**config.mk**
```make
export PLATFORM = sky130hd
export DESIGN_NAME = mem_access_unit
export DESIGN_NICKNAME = d
export VERILOG_FILES = /design/src/rtl/mem_access_unit.sv
export SDC_FILE = /design/constraint.sdc
export NUM_CORES = 1
export LEC_CHECK = 0
export CORE_MARGIN = 5
export CORE_UTILIZATION = 41
export CTS_CLUSTER_DIAMETER = 30
export DETAILED_ROUTE_END_ITERATION = 16
export PLACE_DENSITY = 0.9
export SETUP_SLACK_MARGIN = 0.15
export SLEW_MARGIN = 20
export SYNTH_ARGS = -nofsm -noshare
export SYNTH_HDL_FRONTEND = slang
export SYNTH_SLANG_ARGS = --single-unit
```
**constraint.sdc**
```tcl
create_clock -name clk -period 2.3 [get_ports clk]
set_input_delay 0.575 -clock clk [delete_from_list [all_inputs] [get_ports clk]]
set_output_delay 0.575 -clock clk [all_outputs]
set_load 0.005 [all_outputs]
```
**src/rtl/mem_access_unit.sv**
```systemverilog
// rtl/mem_access_unit.sv - load/store initiator for the RAM_wrapper port (optional watchdog: MAU_TIMEOUT_EN)
module mem_access_unit #(
    parameter int W = 32
`ifdef MAU_TIMEOUT_EN
    ,
    parameter int TIMEOUT_CYC = 64
`endif
) (
    input  logic         clk,
    input  logic         rstn,
    input  logic         req_valid,
    output logic         req_ready,
    input  logic         req_we,
    input  logic [W-1:0] req_addr,
    input  logic [W-1:0] req_wdata,
    output logic         rsp_valid,
    output logic [W-1:0] rsp_rdata,
    output logic         rsp_err,
    output logic [1:0]   en,
    output logic [W-1:0] addr_rd,
    output logic [W-1:0] addr_w,
    output logic [W-1:0] dwrite,
    input  logic [W-1:0] dout,
    input  logic         busy
);

    typedef enum logic [1:0] {
        ST_IDLE  = 2'd0,
        ST_ISSUE = 2'd1,
        ST_WAIT  = 2'd2,
        ST_DONE  = 2'd3
    } state_t;

    state_t       state_q, state_d;
    logic         we_q;
    logic [W-1:0] addr_q;
    logic [W-1:0] wdata_q;
    logic [W-1:0] rdata_q;
    logic         accept;
    logic         active;
    logic         timeout_hit;

    assign accept = req_valid && req_ready;
    assign active = (state_q == ST_ISSUE) || (state_q == ST_WAIT);

`ifdef MAU_TIMEOUT_EN
    localparam int CW = (TIMEOUT_CYC > 1) ? $clog2(TIMEOUT_CYC) : 1;

    logic [CW-1:0] wd_cnt_q;
    logic          err_q;

    assign timeout_hit = active && (wd_cnt_q == CW'(TIMEOUT_CYC - 1));

    always_ff @(posedge clk) begin
        if (!rstn) begin
            wd_cnt_q <= '0;
            err_q    <= 1'b0;
        end else begin
            if (accept) begin
                wd_cnt_q <= '0;
                err_q    <= 1'b0;
            end else if (timeout_hit) begin
                err_q    <= 1'b1;
            end else if (active) begin
                wd_cnt_q <= wd_cnt_q + 1'b1;
            end
        end
    end

    assign rsp_err = err_q;
`else
    assign timeout_hit = 1'b0;
    assign rsp_err     = 1'b0;
`endif

    always_ff @(posedge clk) begin
        if (!rstn) begin
            state_q <= ST_IDLE;
        end else begin
            state_q <= state_d;
        end
    end

    // Request fields are frozen at accept so the wrapper sees stable addr/data.
    always_ff @(posedge clk) begin
        if (!rstn) begin
            we_q    <= 1'b0;
            addr_q  <= '0;
            wdata_q <= '0;
        end else if (accept) begin
            we_q    <= req_we;
            addr_q  <= req_addr;
            wdata_q <= req_wdata;
        end
    end

    // Load data is captured on the same edge that leaves WAIT; stores leave it untouched.
    always_ff @(posedge clk) begin
        if (!rstn) begin
            rdata_q <= '0;
        end else if (timeout_hit) begin
            rdata_q <= '0;
        end else if ((state_q == ST_WAIT) && !busy && !we_q) begin
            rdata_q <= dout;
        end
    end

    always_comb begin
        state_d = state_q;
        case (state_q)
            ST_IDLE: begin
                if (accept) state_d = ST_ISSUE;
            end
            ST_ISSUE: begin
                if (timeout_hit)  state_d = ST_DONE;
                else if (busy)    state_d = ST_WAIT;
            end
            ST_WAIT: begin
                if (timeout_hit)  state_d = ST_DONE;
                else if (!busy)   state_d = ST_DONE;
            end
            ST_DONE: begin
                state_d = ST_IDLE;
            end
            default: state_d = ST_IDLE;
        endcase
    end

    always_comb begin
        req_ready = 1'b0;
        rsp_valid = 1'b0;
        en        = 2'b00;
        case (state_q)
            ST_IDLE:  req_ready = !busy;
            ST_ISSUE: en        = we_q ? 2'b10 : 2'b01;
            ST_DONE:  rsp_valid = 1'b1;
            default:  ;
        endcase
    end

    assign addr_rd   = addr_q;
    assign addr_w    = addr_q;
    assign dwrite    = wdata_q;
    assign rsp_rdata = rdata_q;

endmodule

```
==> Word-level counts from Yosys, hierarchy flattened <==
Index checks and enable logic that the tools add are counted.
{ "totals": {"wordCells": 26, "ff_bits": 99, "rom_bits": 0, "output_inout_bits": 133, "mem_bits_rw": 0, "latch_bits": 0, "n_memories": 0} }
{ "classes": {"order_cmp": 0, "eq_ne": 6, "bitwise": 0, "addsub": 0, "muxes": 8, "shift": 0, "n_reduce_logical": 7, "mul": 0, "div_mod_pow": 0} }
{ "ops": {"columns": ["operator", "count"], "rows": [
  ["2-bit two-way mux", 5],
  ["2-bit case mux with 4 select lines", 1],
  ["2-bit inequality test, second input constant", 3],
  ["2-bit == test, second input constant", 2],
  ["1-bit logical AND", 3],
  ["3-bit AND reduction", 1],
  ["2-bit by 1-bit == test with 1-bit output, second input constant", 1],
  ["1-bit logical NOT", 2],
  ["2-bit logical NOT", 1],
  ["1-bit two-way mux", 2]
]} }

==> Longest topological paths before layout <==
{ "depth": {"ltp_word": 5, "mapped_depth": 7} }

==> Worst setup path after synthesis <==
Ideal clock, no wire load.
{ "synth_timing": {"path_kind": "input to register", "start": "input port busy", "end": "register rdata_q[10] (netlist: rsp_rdata[10])", "arrival_time_ns": 1.288, "n_path_buf": 2, "path_stages": 5, "slack_ns": 0.896, "setup_ns": 0.116, "cell_sequence": "or3b_1 buf_2 buf_6 nand2_1 a21boi_1"} }
{ "synth_between": {"elab_chain_cells": 3} }
{ "synth_lines": {"columns": ["item", "line", "text"], "rows": [
  ["start: declaration", "24", "input logic busy"],
  ["1-bit logical NOT", "103", "end else if ((state_q == ST_WAIT) && !busy && !we_q) begin"],
  ["1-bit logical AND (2 in a row)", "103", null],
  ["end signal: assignment", "104", "rdata_q <= dout;"],
  ["end: declaration", "38", "logic [W-1:0] rdata_q;"]
]} }
Every way passes these cells.
A chain may end at the register's enable or synchronous reset.

==> Worst setup path after layout <==
{ "layout_timing": {"start": "register state_q[0]", "end": "output port req_ready"} }
{ "layout_between": {"elab_chain_cells": 2} }
{ "layout_lines": {"columns": ["item", "line", "text"], "rows": [
  ["start: declaration", "34", "state_t state_q, state_d;"],
  ["start signal: assignment", "80", "state_q <= state_d;"],
  ["2-bit logical NOT", "133", "case (state_q)"],
  ["1-bit two-way mux", "133", null],
  ["end: declaration", "12", "output logic req_ready,"]
]} }
Every way passes these cells.

==> impl_metrics.env <==
export IMPL_status="complete, no violations"
export IMPL_post_cts_repair_setup_buffers=0
export IMPL_clock_fmax_ghz=0.490
export IMPL_fin_crit_ns=2.04
export IMPL_nets=769
export IMPL_placed_cell_area_um2=6220
export IMPL_crit_chain="inv_1 > ha_2 > nor2b_1 > dlygate4sd2_1"
export IMPL_post_synthesis_net_count=583
export IMPL_tritoncts_num_sinks=99
export IMPL_fin_crit_sh=0.887
export IMPL_clock_path_buffers=2
export IMPL_ys_warn_count=0
export IMPL_grt_start_max_net_pins=101
export IMPL_hold_class="reg2reg"
export IMPL_seqCellArea_um2=1980
export IMPL_area_growth_synth_to_final_pct=58.3
export IMPL_design_portCount=234
export IMPL_post_dp_hpwl_um=9080
export IMPL_clock_root_buffer="clkbuf_8"
export IMPL_remaining_drc_errors=0
export IMPL_drt_iter0_drc=179
export IMPL_maxSlewViolCount=0
export IMPL_seqPwrFrac=0.456
export IMPL_worst_path_dominant_cell_family="buffers and inverters"
export IMPL_worst_path_max_delay_cell="dfxtp_2"
export IMPL_critPathRequiredTime_ns=1.73
export IMPL_timing_critical_path_slowest_cell_delay_ns=0.36
export IMPL_floorplan_die_height_um=109
export IMPL_setup_worst_path_class="reg2out"
export IMPL_finalCoreUtilization=0.660
export IMPL_routed_wl_um=12000
export IMPL_synth_ff_type="dfxtp_1"
export IMPL_mappedNetlistArea_um2=4060
export IMPL_route_antenna_remaining_nets=0
export IMPL_total_power_mw=4.42
export IMPL_setup_tns_final_ns=0
export IMPL_avgSynthCellArea_um2=8.49
export IMPL_finalClockSkew_ns=0.00885
export IMPL_multi_input_gate_area_in_the_final_layout_um2=1650
export IMPL_cts_resized=8
export IMPL_cap_viol_max_count=0
export IMPL_diodes=0
export IMPL_post_route_cells_drive_above_1_share=0.0449
export IMPL_synth_cell_types=22
export IMPL_clk_pin_slew_ns=0.09
export IMPL_groute_usage_overall=0.193
export IMPL_hold_ws_ns=0.455
export IMPL_num_fill_cells=784
export IMPL_cp_start_kind="flip-flop"
export IMPL_setup_ws_ns=0.261
export IMPL_synth_yosys_seq_area_share=0.488
export IMPL_tritoncts="yes"
export IMPL_crit_reg2reg_launch="state_q[0]$_SDFFE_PN0P_"
export IMPL_post_place_worst_slack_ns=0.0121
export IMPL_initial_utilization=0.417
export IMPL_first_pass_iters=4
export IMPL_final_hold_viol_count=0
export IMPL_gr_total_overflow=0
export IMPL_dieArea_um2=12000
export IMPL_floorplan_die_width_um=109
export IMPL_postSynth_asyncResetShare=0
export IMPL_core_area_um2=9730
export IMPL_first_global_vias=3779
export IMPL_power_density_nw_per_um2=688
export IMPL_cp_max_fo=5
export IMPL_post_place_cells=786
export IMPL_place_congestion=0.772
export IMPL_grt_pass1_wl_um=18400
export IMPL_flop_and_latch_count_out_of_synthesis=99
export IMPL_p_clk_frac=0.248
export IMPL_cts_made_buffers=9
export IMPL_avgRoutedWirePerCell_um=14.9
export IMPL_p_sw_frac=0.283
export IMPL_cp_end_kind="primary output"
export IMPL_setup_viol_count_final=0
export IMPL_grt_setup_unrepaired="false"
export IMPL_combinational_power_share=0.296
export IMPL_leakage_nw=2.29
export IMPL_cell_internal_pwr_mw=3.17
export IMPL_worstSetupStartpoint="state_q[0]$_SDFFE_PN0P_"
export IMPL_finalInstanceArea_um2=6420
export IMPL_initial_antenna_violation_count=0
export IMPL_crit_buf_inv=2
export IMPL_cts_hold_buffers=0
export IMPL_cts_htree_levels=3
export IMPL_power_net_switching_mw=1.25
export IMPL_detailroute_via_count=3779
export IMPL_std_cell_rows=36
export IMPL_numPortBuffers=232
export IMPL_arrival_ns=1.46
export IMPL_ir_worst_vdd_mv=0.390
export IMPL_layoutNonFillerInstCount=801
export IMPL_netlist_instances=478
export IMPL_routed_via_density=4.72
export IMPL_synth_edf_count=0
export IMPL_clkLatencyLatePin_ns=0.34
export IMPL_timing_hold_worst_start="dwrite[5]$_SDFFE_PN0P_"
-- cell type report --
type | instances | area share
flip-flops and latches | 99 | 0.309
repair buffers | 240 | 0.378
clock inverters | 5 | 0.00993
inverters | 2 | 0.00117
clock buffers | 10 | 0.0199
well taps | 133 | 0.0259
multi-input cells | 312 | 0.256
-- cell families (layout without fill, tap and decap cells) --
group           count (synthesis)  after routing  share of synthesized area
other cells                     1              1                   0.000924
fa+ha+maj                       4              4                     0.0123
mux                             1              1                    0.00247
compound gates                100            100                      0.185
buf+inv                        67            257                      0.111
flops                          99             99                      0.488
simple gates                  206            206                      0.200
-- metal layers --
| metal | wire length, um | up-vias | track usage |
|---|---|---|---|
| li1 | - | 1851 | - |
| met1 | 4450 | 1757 | 0.208 |
| met2 | 6180 | 153 | 0.355 |
| met3 | 1140 | 18 | 0.0634 |
| met4 | 189 | 0 | 0.0579 |
| met5 | 0 | - | 0 |
-- synthesized netlist by cell type, types with 2 or more instances --
cell type / number / share of area
inv_1: 2 / 0.0019
nand2_1: 196 / 0.18
buf_4: 45 / 0.083
a21boi_0: 17 / 0.031
and2_1: 2 / 0.0031
buf_2: 7 / 0.0086
dfxtp_1: 99 / 0.49
a21boi_1: 80 / 0.15
nor2b_1: 3 / 0.0046
ha_1: 4 / 0.012
clkbuf_1: 10 / 0.0092
buf_6: 3 / 0.0083
-- cell usage in the layout, fill, tap and decap left out, drive strengths merged --
cell type / instances
dlymetal6s2s: 1
and2: 2
conb: 1
or3b: 1
clkinvlp: 3
nand2b: 1
o32a: 1
nor3b: 1
dfxtp: 99
ha: 4
a21oi: 1
clkdlybuf4s50: 228
dlygate4sd2: 2
nor2b: 3
nand2: 196
a21boi: 97
nand3b: 1
and3b: 1
buf: 9
bufinv: 1
o31ai: 1
clkbuf: 10
inv: 3
mux2i: 1
-- sequential cells by signal (all words and copies together) (netlist names) --
name       flops
we_q           1
dwrite        32
state_q        2
rsp_rdata     32
addr_rd       32
-- power by group through the flow --
stage               registers (mW)  logic [mW]  clock network [mW]
finish                        2.02        1.31                1.10
global route                  2.04        1.43                1.20
CTS                           2.02        1.32                1.13
detailed placement            2.05        1.31                   0
global placement              2.04        1.27                   0
floorplan                     2.05       0.610                   0
-- worst min-delay path, stage by stage (launching register included) --
cell      delay [ns]
dfxtp_1         0.32
nand2_1         0.05
a21boi_1        0.05
-- path summary, 6_finish.rpt --
check	end	slack (ns)	cells after the start
max	req_ready	0.26	4
min	dwrite[5]$_SDFFE_PN0P_	0.45	2
max reg2reg	rsp_rdata[0]$_SDFFE_PN0P_	0.72	6
min reg2reg	dwrite[5]$_SDFFE_PN0P_	0.45	2
Note: power is estimated with default switching activity, not from simulation.
